<file path="src/rtl/spi_btn_master.sv">
// SPI mode-0 master: latches a TX word on start, shifts it out on MOSI while sampling MISO.
// Define SPI_BTN_MASTER_POLL_EN to add a free-running auto-poll that starts transfers periodically.
module spi_btn_master #(
  parameter int C_bits        = 8,
  parameter int C_clk_div     = 4,
  parameter int C_csn_setup   = 2,
  parameter int C_poll_period = 1000000
) (
  input  logic              i_clk,
  input  logic              i_resetn,
  input  logic              i_start,
  input  logic [C_bits-1:0] i_tx_data,
  output logic              o_busy,
  output logic              o_done,
  output logic [C_bits-1:0] o_data,
  output logic              o_csn,
  output logic              o_sclk,
  output logic              o_mosi,
  input  logic              i_miso
);

  if (C_bits < 1 || C_clk_div < 1 || C_csn_setup < 1 || C_poll_period < 1) begin : g_bad_param
    $error("spi_btn_master: all parameters must be >= 1");
  end

  localparam int CNT_MAX = (C_clk_div > C_csn_setup) ? C_clk_div : C_csn_setup;
  localparam int CNT_W   = $clog2(CNT_MAX + 1);
  localparam int BIT_W   = $clog2(C_bits + 1);

  localparam logic [CNT_W-1:0] DIV_LAST   = CNT_W'(C_clk_div - 1);
  localparam logic [CNT_W-1:0] SETUP_LAST = CNT_W'(C_csn_setup - 1);
  // HOLD runs one cycle longer than SETUP: its last edge is the one that raises CSn and o_done.
  localparam logic [CNT_W-1:0] HOLD_LAST  = CNT_W'(C_csn_setup);
  localparam logic [BIT_W-1:0] BITS_LAST  = BIT_W'(C_bits - 1);

  typedef enum logic [2:0] {
    ST_IDLE,
    ST_SETUP,
    ST_LOW,
    ST_HIGH,
    ST_HOLD
  } state_t;

  state_t            state;
  logic [CNT_W-1:0]  cnt;
  logic [BIT_W-1:0]  bit_cnt;
  logic [C_bits-1:0] tx_shift;
  logic [C_bits-1:0] rx_shift;
  logic              start_req;
  logic              accept;

  assign accept = (state == ST_IDLE) && start_req;

`ifdef SPI_BTN_MASTER_POLL_EN
  localparam int POLL_W = $clog2(C_poll_period + 1);
  localparam logic [POLL_W-1:0] POLL_LAST = POLL_W'(C_poll_period - 1);

  logic [POLL_W-1:0] poll_cnt;
  logic              poll_tc;
  logic              poll_pend;

  assign poll_tc   = (poll_cnt == POLL_LAST);
  assign start_req = i_start | poll_tc | poll_pend;

  // A terminal count that lands while busy is remembered (once) until IDLE accepts it.
  always_ff @(posedge i_clk) begin
    if (!i_resetn) begin
      poll_cnt  <= '0;
      poll_pend <= 1'b0;
    end else begin
      poll_cnt <= poll_tc ? '0 : poll_cnt + 1'b1;
      if (accept)
        poll_pend <= 1'b0;
      else if (poll_tc)
        poll_pend <= 1'b1;
    end
  end
`else
  assign start_req = i_start;
`endif

  // NOTE: every register below is assigned with <= so all reads in this block see
  // pre-edge values; mixing in blocking assignments would make results order-dependent.
  always_ff @(posedge i_clk) begin
    if (!i_resetn) begin
      state    <= ST_IDLE;
      cnt      <= '0;
      bit_cnt  <= '0;
      tx_shift <= '0;
      rx_shift <= '0;
      o_csn    <= 1'b1;
      o_sclk   <= 1'b0;
      o_mosi   <= 1'b0;
      o_busy   <= 1'b0;
      o_done   <= 1'b0;
      o_data   <= '0;
    end else begin
      // NOTE: default deassert first; the HOLD branch overrides it for exactly one cycle.
      o_done <= 1'b0;
      case (state)
        ST_IDLE: begin
          o_csn  <= 1'b1;
          o_sclk <= 1'b0;
          if (accept) begin
            tx_shift <= i_tx_data << 1;
            o_mosi   <= i_tx_data[C_bits-1];
            o_csn    <= 1'b0;
            o_busy   <= 1'b1;
            cnt      <= '0;
            bit_cnt  <= '0;
            state    <= ST_SETUP;
          end
        end

        ST_SETUP: begin
          if (cnt == SETUP_LAST) begin
            cnt   <= '0;
            state <= ST_LOW;
          end else begin
            cnt <= cnt + 1'b1;
          end
        end

        ST_LOW: begin
          if (cnt == DIV_LAST) begin
            cnt      <= '0;
            o_sclk   <= 1'b1;
            rx_shift <= (rx_shift << 1) | C_bits'(i_miso);
            state    <= ST_HIGH;
          end else begin
            cnt <= cnt + 1'b1;
          end
        end

        ST_HIGH: begin
          if (cnt == DIV_LAST) begin
            cnt     <= '0;
            o_sclk  <= 1'b0;
            bit_cnt <= bit_cnt + 1'b1;
            if (bit_cnt == BITS_LAST) begin
              state <= ST_HOLD;
            end else begin
              o_mosi   <= tx_shift[C_bits-1];
              tx_shift <= tx_shift << 1;
              state    <= ST_LOW;
            end
          end else begin
            cnt <= cnt + 1'b1;
          end
        end

        ST_HOLD: begin
          if (cnt == HOLD_LAST) begin
            cnt    <= '0;
            o_csn  <= 1'b1;
            o_data <= rx_shift;
            o_done <= 1'b1;
            o_busy <= 1'b0;
            o_mosi <= 1'b0;
            state  <= ST_IDLE;
          end else begin
            cnt <= cnt + 1'b1;
          end
        end

        default: state <= ST_IDLE;
      endcase
    end
  end

endmodule

</file>
<file path="config.mk">
export PLATFORM = sky130hd
export DESIGN_NAME = spi_btn_master
export DESIGN_NICKNAME = d
export VERILOG_FILES = /design/src/rtl/spi_btn_master.sv
export SDC_FILE = /design/constraint.sdc
export NUM_CORES = 1
export LEC_CHECK = 0
export CELL_PAD_IN_SITES_DETAIL_PLACEMENT = 0
export CELL_PAD_IN_SITES_GLOBAL_PLACEMENT = 1
export CORE_MARGIN = 8
export CORE_UTILIZATION = 39
export CTS_BUF_LIST = sky130_fd_sc_hd__clkbuf_4 sky130_fd_sc_hd__clkbuf_8
export DETAILED_ROUTE_END_ITERATION = 10
export GPL_ROUTABILITY_DRIVEN = 1
export PLACE_DENSITY = 0.88
export SLEW_MARGIN = 20
export SYNTH_ARGS = -nofsm -noshare
export SYNTH_HDL_FRONTEND = slang
export SYNTH_SLANG_ARGS = --single-unit
</file>
<file path="constraint.sdc">
create_clock -name i_clk -period 1.53 [get_ports i_clk]
set_clock_uncertainty 0.05 [all_clocks]
set_input_delay 0.153 -clock i_clk [delete_from_list [all_inputs] [get_ports i_clk]]
set_output_delay 0.153 -clock i_clk [all_outputs]
set_load 0.03 [all_outputs]
</file>
# After elaboration in Yosys (flattened, before gate mapping)
# Cells that the tools add are included.
[totals]
register_bits = 39
word_cells = 80
in_bits = 12
out_inout_bits = 13
[op_classes]
addsub = 2
mux = 33
bitwise_logic = 1
reduce_logical = 19
eq_ne = 14
[op_table]
columns = ["cell", "n"]
rows = [
  ["two-way mux 3 bit", 10],
  ["two-way mux 8 bit", 3],
  ["one-hot mux 8 bit (2 select lines)", 1],
  ["one-hot mux 3 bit (5 select lines)", 1],
  ["== test 3 x 2 -> 1 bit (second input constant)", 4],
  ["!= test 2 bit (second input constant)", 6],
  ["one-hot mux 3 bit (4 select lines)", 1],
  ["two-way mux 1 bit", 10],
  ["AND reduction 2 bit", 5],
  ["AND reduction 5 bit", 2],
  ["AND reduction 3 bit", 3],
  ["two-way mux 4 bit", 2],
  ["bitwise OR 8 x 1 -> 8 bit", 1],
  ["one-hot mux 4 bit (2 select lines)", 1],
  ["== test 3 x 1 -> 1 bit (second input constant)", 2],
  ["one-hot mux 1 bit (3 select lines)", 2],
  ["nonzero test 3 bit", 2],
  ["adder 4 x 1 -> 4 bit (second input constant)", 1],
  ["== test 4 x 3 -> 1 bit (second input constant)", 1],
  ["one-hot mux 1 bit (2 select lines)", 2],
  ["AND reduction 4 bit", 1],
  ["nonzero test 2 bit", 2],
  ["nonzero test 4 bit", 1],
  ["adder 3 x 1 -> 3 bit (second input constant)", 1],
  ["other kinds (4)", 4],
]

# Logic depth before layout (Yosys ltp)
# Gate-level depths: netlist of run 1.
[depth]
depth_word = 4
mapped_depth = 6
depth_no_buf = 6

# Worst setup path after synthesis of run 1
# No wires, ideal clock.
[synth_path]
path_kind = "register to register"
startpoint = "register cnt[0]"
endpoint = "register tx_shift[4]"
setup_ps = 88
path_stages_with_launch = 7
n_path_buf = 1
required_ps = 1392
path_slack_ps = -110
period_less_slack_ps = 1640
t_arrival_ps = 1502
cell_sequence = "dfxtp_1 -> ha_1 -> nand2b_4 -> a311oi_4 -> buf_6 -> a21oi_1 -> a311oi_2"
[synth_between]
elab_chain_cells = 3
[synth_lines]
columns = ["item", "line", "source"]
rows = [
  ["from (decl)", "45", "logic [CNT_W-1:0] cnt;"],
  ["from (signal assigned)", "120", "cnt <= cnt + 1'b1;"],
  ["from (signal assigned)", "131", "cnt <= cnt + 1'b1;"],
  ["from (signal assigned)", "148", "cnt <= cnt + 1'b1;"],
  ["== test 3 x 2 -> 1 bit", "136", "if (cnt == DIV_LAST) begin"],
  ["!= test 2 bit (no source line)", "-", ""],
  ["AND reduction 4 bit (no source line)", "-", ""],
  ["to (signal assigned)", "105", "tx_shift <= i_tx_data << 1;"],
  ["to (signal assigned)", "144", "tx_shift <= tx_shift << 1;"],
  ["to (decl)", "47", "logic [C_bits-1:0] tx_shift;"],
]
# Every way passes these cells.
# A chain may end at the register's enable or synchronous reset.

# Worst setup path in the final report of run 1
[layout_path]
startpoint = "register state[0]"
endpoint = "register tx_shift[5]"
[layout_between]
elab_chain_cells = 4
word_cells_on_any_way = 9
cone_classes = "eq/ne (4); mux (1); reduce/logical (4)"
[layout_lines]
columns = ["item", "line", "source"]
rows = [
  ["from (decl)", "44", "state_t state;"],
  ["from (signal assigned)", "86", "state <= ST_IDLE;"],
  ["from (signal assigned)", "111", "state <= ST_SETUP;"],
  ["from (signal assigned)", "118", "state <= ST_LOW;"],
  ["zero test 3 bit", "52, 100", ""],
  ["logical AND 1 bit", "52", "assign accept = (state == ST_IDLE) && start_req;"],
  ["!= test 2 bit (no source line)", "-", ""],
  ["AND reduction 4 bit (no source line)", "-", ""],
]
# Parallel ways exist; a longest one is shown, timed or not.

==> impl_metrics.py, run 1 <==
metrics = {
    "outcome": {
        "status": "finished with violations",
        "violations": "negative setup slack",
    },
    "drt": {
        "post_drt_wl_per_cell_um": 15.3,
        "routed_wl_um": 4900,
        "num_vias": 1743,
        "drc": 0,
        "viasPerCell": 5.45,
        "postRouteAntennaNets": 0,
        "drt_iter0_drc": 177,
        "firstDrtPassIters": 4,
    },
    "sta": {
        "worstMarginPinSlew_ns": 0.413,
        "drv_slew": 0,
        "hold-worst-slack_ns": 0.376,
        "layout_setup_ws_ns": -0.00260,
        "fin_crit_sh_pct": 100,
        "hold_viol": 0,
        "slew_headroom_pct": 72.4,
        "fmax_mhz": 652,
        "min_period_ns": 1.53,
        "finalSetupViolations": 1,
        "rsz0062_at_grt": "true",
    },
    "place": {
        "portBuffers": 24,
        "gp_congestion": 0.879,
        "place_hpwl_um": 3300,
        "dpl_worst_slack_ns": -0.216,
    },
    "hold_path": {
        "hold_path_end": "tx_shift[1]",
        "holdCritPathClass": "in2reg",
        "whs_path_depth": 3,
        "hp-start": "i_tx_data[0]",
    },
    "synthesis": {
        "yosysSeqAreaShare_pct": 40.4,
        "synth.most_common_cell": "dfxtp_1",
        "yosys_warnings": 0,
        "synth-simple-area-share_pct": 19.6,
        "synth_compound_area_share_pct": 23.0,
        "synth_top_family_by_area": "compound AO/OA/AOI/OAI gates",
        "synthMuxAreaShare_pct": 6.98,
        "synth_edf_count": 0,
        "netlist.area_leader.share_pct": 40.4,
        "synth.avg_cell_area_um2": 9.18,
        "netlist_area_um2": 1880,
        "synth-async-reset-ratio_pct": 0,
        "synth_cell_types": 49,
        "syn_nets": 223,
        "syn-instance-count": 205,
        "synth_largest_area_cell": "dfxtp_1",
        "synth_xor_area_share_pct": 0.931,
        "synth_commonest_cells": "38 x dfxtp_1, 19 x nand2_1, 18 x a21oi_1, 14 x nand3_1",
        "synth-adder-area-share_pct": 3.99,
        "synth-seq-cells": 38,
        "synth_area_leaders": "dfxtp_1 40%, mux2i_1 6.4%, a21oi_1 4.8%, ha_1 4.0%, nand2_1 3.8%",
        "synth_flop_cell": "dfxtp_1",
    },
    "power_and_ir_drop": {
        "p_leak_nw": 1.22,
        "p_per_area_nw_per_um2": 1430,
        "total_power_mw": 3.91,
        "ir_worst_vdd_uv": 559,
    },
    "cts": {
        "cts_tree": "done",
        "clkLatencyLatePin_ns": 0.30,
        "clock_path_buffers": 2,
        "cts-buffers-inserted": 5,
        "cts.sinks": 38,
        "clkTransAtPathRegs_ns": 0.08,
        "htreeDepth": 2,
        "cts-root-buf": "clkbuf_8",
    },
    "critical_path": {
        "worstSetupStartpointType": "register",
        "r2r-start": "state[0]",
        "cp_top_family": "compound AO/OA/AOI/OAI gates",
        "timing.critical_path.mode_cell": "buf_6",
        "reg2regPathDepth": 6,
        "slowest_stage": "dfxtp_4",
        "cp_max_fo": 6,
        "r2r-end": "tx_shift[5]",
        "path_buf_inv": 3,
        "required_ns": 1.68,
        "cp-end-kind": "register",
        "critPathMaxStageDelay_ns": 0.37,
        "rrSetupSlack_ns": -0.003,
        "path_class": "reg2reg",
        "crit_arrival_ns": 1.69,
        "crit_path_cell_trace": "buf_6, buf_6, a311oi_4, buf_6, a21oi_4, a311oi_2",
    },
    "final_layout": {
        "final_util_pct": 58.5,
        "layout.nets": 283,
        "antenna_cells": 0,
        "area_growth_pct": 45.8,
        "drive_gt1_share_pct": 33.1,
        "fillers": 416,
    },
    "floorplanning": {
        "die-area_um2": 7300,
        "die_w_um": 85.5,
        "io_pins": 25,
        "rows": 25,
        "start_util_pct": 40.1,
        "die_y_um": 85.5,
        "coreArea_um2": 4690,
    },
    "global_routing": {
        "grt_pass1_wl_um": 7950,
        "grt_pass1_vias": 1702,
        "overflow": 0,
        "grt_max_degree": 15,
        "grt_usage_pct": 13.3,
        "antenna_found_initial": 0,
    },
    "job": {
        "drv_cap": 0,
    },
}
==> per-stage QoR <==
step	cell area, um^2	instances	TNS (ns)
after floorplan	1900	205	0
after global placement	2410	306	-1.70
after detailed placement	2410	306	-2.59
after CTS	2610	318	-0.000680
after global routing	2740	320	-0.589
final	2740	320	-0.00260
==> cells in the final DEF, fill, tap and decap left out, types with 8 or more instances in the layout <==
cell             synthesis  layout
clkdlybuf4s50_1          0      13
a21oi_1                 18      15
dlymetal6s2s_1           0       8
a22o_1                   8       8
mux2i_1                 12      12
nand3_1                 14      13
nor2_1                  12      10
dfxtp_1                 38      33
nand2_1                 19      19
buf_4                    0      34
==> routing by layer <==
layer  up-vias  track usage [%]  wire length [um]
li1        871                -                 -
met1       823             17.0              2250
met3         9             3.86               251
met2        40             20.1              2290
met4         0             5.89                99
met5         -                0                 0
==> flip-flops by register name, summed over array words and instances (netlist names) <==
| name | count |
|---|---|
| bit_cnt | 4 |
| tx_shift | 7 |
| o_data | 8 |
| state | 3 |
| rx_shift | 8 |
| o_mosi | 1 |
| cnt | 3 |
| o_csn | 1 |
| o_done | 1 |
| o_sclk | 1 |
| o_busy | 1 |
==> how the worst max path moves through the flow <==
stage	from	to	slack (ns)	cells past startpoint
after floorplan	cnt[1]	tx_shift[4]	0.03	6
after detailed placement	i_start	tx_shift[5]	-0.22	6
after global placement	i_start	tx_shift[4]	-0.15	6
after global routing	state[2]	tx_shift[2]	-0.07	5
final	state[0]	tx_shift[5]	-0.003	6
after CTS	cnt[0]	tx_shift[6]	-0.0007	6
==> worst register-to-register path: cells and delay by family (launching register included) <==
| family | cells | cell delay (ns) |
|---|---|---|
| AO/OA/AOI/OAI | 3 | 0.61 |
| buffers and inverters | 3 | 0.43 |
| flip-flops | 1 | 0.37 |
==> where the power goes <==
group	leakage (nW)	internal (mW)	switching, mW	total (mW)
Sequential	0.312	1.15	0.147	1.29
Clock	0.0504	0.485	0.381	0.866
Combinational	0.853	0.864	0.889	1.75
==> cells by family after synthesis <==
family | after synthesis
AOI/OAI and AO/OA | 57
xor gates and xnor gates | 2
adders and majority gates | 6
buffers and inverters | 19
DFF | 38
muxes | 13
and+or+nand+nor | 70
==> final cells by class <==
cell class              count  area, um^2  share of cell area (%)
multi-input cells         149        1170                    42.5
flip-flops and latches     38         774                    28.2
repair buffers             65         599                    21.8
clock buffers               5        68.8                    2.51
well taps                  54        67.6                    2.46
clock inverters             3        45.0                    1.64
inverters                   6        22.5                   0.821
==> what timing repair did <==
action / CTS / global route
gates resized for setup: 20 / 31
hold buffers: 0 / 0
setup buffers: 2 / 2
setup endpoints to repair: 24 / 38
cloned: 2 / 0
pin swaps: 6 / 13
(Power assumes the default switching activity.)
==> inputs of run 2 (changes only) <==
- CELL_PAD_IN_SITES_DETAIL_PLACEMENT: 0 -> 1
- CELL_PAD_IN_SITES_GLOBAL_PLACEMENT: 1 -> 2
- CORE_UTILIZATION: 39 -> 31
- PLACE_DENSITY: 0.88 -> 0.86
==> run 2 against run 1 <==
Compared with the run above: the run now ends clean; register-to-register slack barely moved; utilization shrank 12 points; sequential share of layout area is 0.078 points higher; final cell count grew 4.7%; critical path depth unchanged; sequential power is essentially flat; clock power fell by 2.7%; clock-buffer cell count unchanged; die area rose by 21%; total power rose by 0.57%; via count is 1.3% lower; design area about the same; critical path type unchanged; critical endpoint is now cnt[2].
==> impl_metrics.py, run 2 (synthesized netlist as in run 1, its figures left out) <==
metrics = {
    "critical_path": {
        "crit_arrival_ns": 1.66,
        "path_class": "reg2reg",
        "worstSetupStartpointType": "register",
        "path_buf_inv": 1,
        "required_ns": 1.67,
        "cp_max_fo": 4,
        "crit_path_cell_trace": "inv_2, ha_2, and2b_2, nor3_4, o21ai_2, o311ai_1",
        "critPathMaxStageDelay_ns": 0.40,
        "slowest_stage": "dfxtp_4",
        "cp-end-kind": "register",
        "cp_top_family": "flip-flops",
    },
    "cts": {
        "cts.sinks": 38,
        "cts_hold_buffers": 0,
        "htreeDepth": 2,
        "clkLatencyLatePin_ns": 0.29,
        "cts_tree": "done",
        "clkTransAtPathRegs_ns": 0.08,
        "cts-buffers-inserted": 5,
        "clock_path_buffers": 2,
        "cts-root-buf": "clkbuf_8",
    },
    "final_layout": {
        "drive_gt1_share_pct": 32.7,
        "layout.nets": 277,
        "top_regs": "o_data x8, rx_shift x8, tx_shift x7",
        "mostFrequentLayoutCell": "dfxtp_1",
        "fillers": 680,
        "antenna_cells": 0,
        "final_cell_mix": "33 x dfxtp_1, 29 x buf_4, 18 x nand2_1",
        "area_growth_pct": 45.9,
        "final_area_um2": 2750,
    },
    "drt": {
        "viasPerCell": 5.14,
        "post_drt_wl_per_cell_um": 15.8,
        "firstDrtPassIters": 4,
        "drt_iter0_drc": 48,
        "drc": 0,
        "num_vias": 1721,
        "postRouteAntennaNets": 0,
        "routed_wl_um": 5280,
    },
    "global_routing": {
        "gr-usage-met3_pct": 2.40,
        "antenna_found_initial": 0,
        "grt_pass1_vias": 1742,
        "grt_usage_pct": 12.1,
        "met2_usage_pct": 19.7,
        "grt_max_degree": 15,
        "overflow": 0,
        "grt_use_met1_pct": 15.2,
        "grt_pass1_wl_um": 8580,
        "top_usage_layer": "met2",
    },
    "floorplanning": {
        "io_pins": 25,
        "start_util_pct": 32.0,
        "die_y_um": 93.9,
        "coreArea_um2": 5890,
        "rows": 28,
        "die_w_um": 93.9,
        "die-area_um2": 8820,
    },
    "place": {
        "place_hpwl_um": 3800,
        "dpl_worst_slack_ns": -0.209,
        "portBuffers": 24,
        "gp_congestion": 0.803,
        "postPlaceCellArea_um2": 2440,
    },
    "power_and_ir_drop": {
        "p_leak_nw": 1.24,
        "total_power_mw": 3.93,
        "ir_worst_vdd_uv": 548,
        "p_per_area_nw_per_um2": 1430,
    },
    "sta": {
        "rsz0062_at_grt": "true",
        "min_period_ns": 1.52,
        "layout_setup_ws_ns": 0.0114,
        "drv_slew": 0,
        "fmax_mhz": 659,
        "hold_viol": 0,
        "slew_headroom_pct": 74.4,
        "worstMarginPinSlew_ns": 0.382,
        "tns_ns": 0,
        "fin_crit_sh_pct": 99.3,
        "finalSetupViolations": 0,
    },
    "hold_path": {
        "holdCritPathClass": "in2reg",
    },
    "outcome": {
        "status": "complete, no violations",
    },
    "job": {
        "drv_cap": 0,
    },
}
[run 2: changes by cell type in the layout (fill, tap and decap cells not counted), moves of 2 or more]
| cell | previous run | this run |
|---|---|---|
| buf_6 | 6 | 4 |
| buf_4 | 34 | 29 |
| a21oi_2 | 2 | 6 |
| nor3_4 | 0 | 2 |
| a21oi_1 | 15 | 12 |
| buf_12 | 1 | 3 |
| clkinv_2 | 0 | 2 |
| nor3_2 | 3 | 0 |
| clkinvlp_4 | 2 | 0 |
[run 2: layout make-up]
type                       instances  area, um^2  area share [%]
multi-input combinational        148        1160            42.3
sequential                        38         777            28.3
timing repair buffer              60         582            21.2
tap                               75        93.8            3.42
clock buffer                       5        68.8            2.51
clock inverter                     3        40.0            1.46
inverter                           6        22.5           0.820
[run 2: repair_timing]
item                       4_1_cts  5_1_grt
resized for setup               16       39
cloned                           0        1
setup buffers                    1        0
pin swaps                        1       13
setup endpoints to repair       33       41
[run 2: path summary, 6_finish.rpt]
kind,endpoint,depth (start not counted),startpoint,slack [ns]
setup / recovery,cnt[2],6,cnt[1],0.01
hold / removal,tx_shift[1],3,i_tx_data[0],0.37
setup reg to reg,cnt[2],6,cnt[1],0.01
hold reg to reg,rx_shift[7],2,rx_shift[7],0.41
[run 2: worst register-to-register path, cell delays in order, from the launching register on]
cell	delay, ns
dfxtp_4	0.40
inv_2	0.05
ha_2	0.17
and2b_2	0.22
nor3_4	0.15
o21ai_2	0.12
o311ai_1	0.26
[run 2: metal layers]
layer  vias up  share of wire (%)
met3         4                3.0
met5         -                  0
li1        856                  -
met2        28                 48
met4         0                1.6
met1       833                 47
[run 2: power breakdown]
group / leakage (nW) / internal [mW] / total, mW / switching (mW)
Clock: 0.0579 / 0.480 / 0.843 / 0.364
Combinational: 0.866 / 0.881 / 1.77 / 0.889
Sequential: 0.312 / 1.15 / 1.32 / 0.169
Total: 1.24 / 2.51 / 3.93 / 1.42
[run 2: per-stage QoR]
stage | hold WS (ns) | util (%) | cells
6_report | 0.375 | 46.6 | 335
5_1_grt | 0.386 | 46.6 | 335
4_1_cts | 0.371 | 44.3 | 334
3_5_place_dp | 0.403 | 41.4 | 325
3_3_place_gp | 0.396 | 41.4 | 325
2_1_floorplan | 0.221 | - | 205
==> inputs of run 3 (changes only) <==
- CORE_UTILIZATION: 31 -> 24
- PLACE_DENSITY: 0.86 -> 0.69
- clock period: 1.53 -> 1.8 ns (I/O delays scaled with it)
==> run 3 against run 2 <==
Compared with the run above: sequential share of layout area is 2.6 points higher; wire length shrank 9.5%; via count shrank 6.7%; non-clock buffer count down 16; utilization is 14 points lower; final cell count rose by 3.3%; setup slack improved by 0.074 ns; critical path type unchanged; critical endpoint is now tx_shift[4]; largest power group is now sequential cells; highest routed layer unchanged.
==> impl_metrics.py, run 3 (synthesized netlist as in run 1, its figures left out) <==
metrics = {
    "outcome": {
        "status": "complete, no violations",
    },
    "cts": {
        "cts-root-buf": "clkbuf_8",
        "cts_hold_buffers": 0,
        "cts_tree": "done",
        "cts-buffers-inserted": 5,
        "cts_setup_buffers": 0,
        "clock_path_buffers": 2,
        "cts.sinks": 38,
        "clkLatencyLatePin_ns": 0.29,
        "clkTransAtPathRegs_ns": 0.08,
        "htreeDepth": 2,
    },
    "drt": {
        "num_vias": 1606,
        "viasPerCell": 4.64,
        "drc": 0,
        "firstDrtPassIters": 4,
        "routed_wl_um": 4780,
        "post_drt_wl_per_cell_um": 13.8,
        "postRouteAntennaNets": 0,
        "drt_iter0_drc": 32,
    },
    "sta": {
        "hold-worst-slack_ns": 0.408,
        "slew_headroom_pct": 73.0,
        "fin_crit_sh_pct": 95.3,
        "hold_viol": 0,
        "finalSetupViolations": 0,
        "fmax_mhz": 583,
        "worstMarginPinSlew_ns": 0.402,
        "drv_slew": 0,
        "min_period_ns": 1.71,
    },
    "critical_path": {
        "r2r-end": "tx_shift[4]",
        "path_class": "reg2reg",
        "required_ns": 1.95,
        "reg2regPathDepth": 6,
        "r2r-start": "cnt[1]",
        "rrSetupSlack_ns": 0.09,
        "worstSetupStartpointType": "register",
        "crit_arrival_ns": 1.87,
        "cp_max_fo": 13,
        "timing.critical_path.from": "cnt[1]",
        "cp-end-kind": "register",
    },
    "floorplanning": {
        "io_pins": 25,
        "die_y_um": 105,
        "start_util_pct": 24.6,
        "die_w_um": 105,
        "rows": 32,
        "coreArea_um2": 7650,
        "die-area_um2": 10900,
    },
    "power_and_ir_drop": {
        "total_power_mw": 2.92,
        "swShare_pct": 36.0,
        "p_leak_nw": 0.950,
        "p_comb_share_pct": 37.3,
        "internal_power_mw": 1.87,
        "p_per_area_nw_per_um2": 1180,
        "clkPwrFrac_pct": 25.4,
        "p_sw_mw": 1.05,
        "p_seq_share_pct": 37.3,
        "ir_worst_vdd_uv": 401,
    },
    "job": {
        "drv_cap": 0,
    },
    "global_routing": {
        "antenna_found_initial": 0,
        "grt_max_degree": 15,
        "grt_pass1_vias": 1665,
        "grt_usage_pct": 9.02,
        "overflow": 0,
        "grt_pass1_wl_um": 8180,
    },
    "final_layout": {
        "antenna_cells": 0,
        "mostFrequentLayoutCell": "dfxtp_1",
        "area_growth_pct": 31.0,
        "layout.nets": 261,
        "final_cell_mix": "38 x dfxtp_1, 24 x clkdlybuf4s50_1, 19 x nand2_1, 19 x buf_4, 18 x a21oi_1",
        "top_regs": "o_data x8, rx_shift x8, tx_shift x7",
        "drive_gt1_share_pct": 18.0,
    },
    "hold_path": {
        "whs_path_depth": 3,
        "hp-start": "i_tx_data[0]",
        "hold_path_end": "tx_shift[1]",
        "holdCritPathClass": "in2reg",
    },
    "place": {
        "gp_congestion": 0.758,
        "portBuffers": 24,
        "place_hpwl_um": 3550,
    },
}
run 3: cell count changes in the layout (fill, tap and decap cells not counted), moves of 3 or more:
| cell | delta |
|---|---|
| dfxtp_1 | +5 |
| dlygate4sd2_1 | -3 |
| buf_6 | -4 |
| a21oi_1 | +6 |
| clkdlybuf4s50_1 | +12 |
| dfxtp_4 | -4 |
| buf_4 | -10 |
| a21oi_2 | -6 |
| dlymetal6s2s_1 | -9 |
run 3: power groups by stage:
stage          clock (mW)  combinational, mW  sequential (mW)
3_5_place_dp            0               1.07             1.11
5_1_grt             0.816               1.19             1.11
6_report            0.742               1.09             1.09
4_1_cts             0.773               1.07             1.09
2_1_floorplan           0              0.755             1.08
3_3_place_gp            0               1.07             1.10
run 3: stage by stage:
stage	worst slack [ns]	util (%)	TNS [ns]	cell area [um^2]	std cells
finish	0.0852	32.2	0	2460	346
global route	-0.000358	32.2	-0.000358	2460	346
CTS	0.0573	32.1	0	2450	346
detailed placement	-0.00437	30.6	-0.00437	2340	338
global placement	0.0657	30.6	0	2340	338
floorplan	0.160	-	0	1880	205
run 3: per-layer routing:
| metal | track usage (%) | wire length (um) | share of wire (%) | vias to the layer above |
|---|---|---|---|---|
| li1 | - | - | - | 823 |
| met1 | 11.7 | 2440 | 51 | 756 |
| met2 | 13.7 | 2100 | 44 | 23 |
| met3 | 2.40 | 168 | 3.5 | 4 |
| met4 | 4.03 | 68 | 1.4 | 0 |
| met5 | 0 | 0 | 0 | - |
run 3: what timing repair did:
item,in CTS,in global routing
hold endpoints to repair,0,0
endpoints found under the setup margin,1,6
pin swaps,0,0
gates resized for setup,1,3
run 3: worst max path at each step:
stage | to | slack [ns]
2_1_floorplan | tx_shift[4] | 0.16
3_3_place_gp | cnt[2] | 0.07
3_5_place_dp | cnt[2] | -0.004
4_1_cts | cnt[2] | 0.06
5_1_grt | tx_shift[7] | -0.0004
6_report | tx_shift[4] | 0.09
run 3: worst max-delay path, stage by stage, from the launching register on:
cell	delay [ns]
dfxtp_1	0.43
ha_2	0.25
nand2b_4	0.07
a311oi_4	0.33
buf_12	0.18
a21oi_1	0.08
a311oi_2	0.24
run 3: area by class of cell:
| type | count | area [um^2] |
|---|---|---|
| Clock buffer | 5 | 68.8 |
| Clock inverter | 3 | 45.0 |
| Fill cell | 895 | 5180 |
| Inverter | 6 | 22.5 |
| Multi-Input combinational cell | 148 | 1040 |
| Sequential cell | 38 | 761 |
| Tap cell | 102 | 128 |
| Timing Repair Buffer | 44 | 403 |
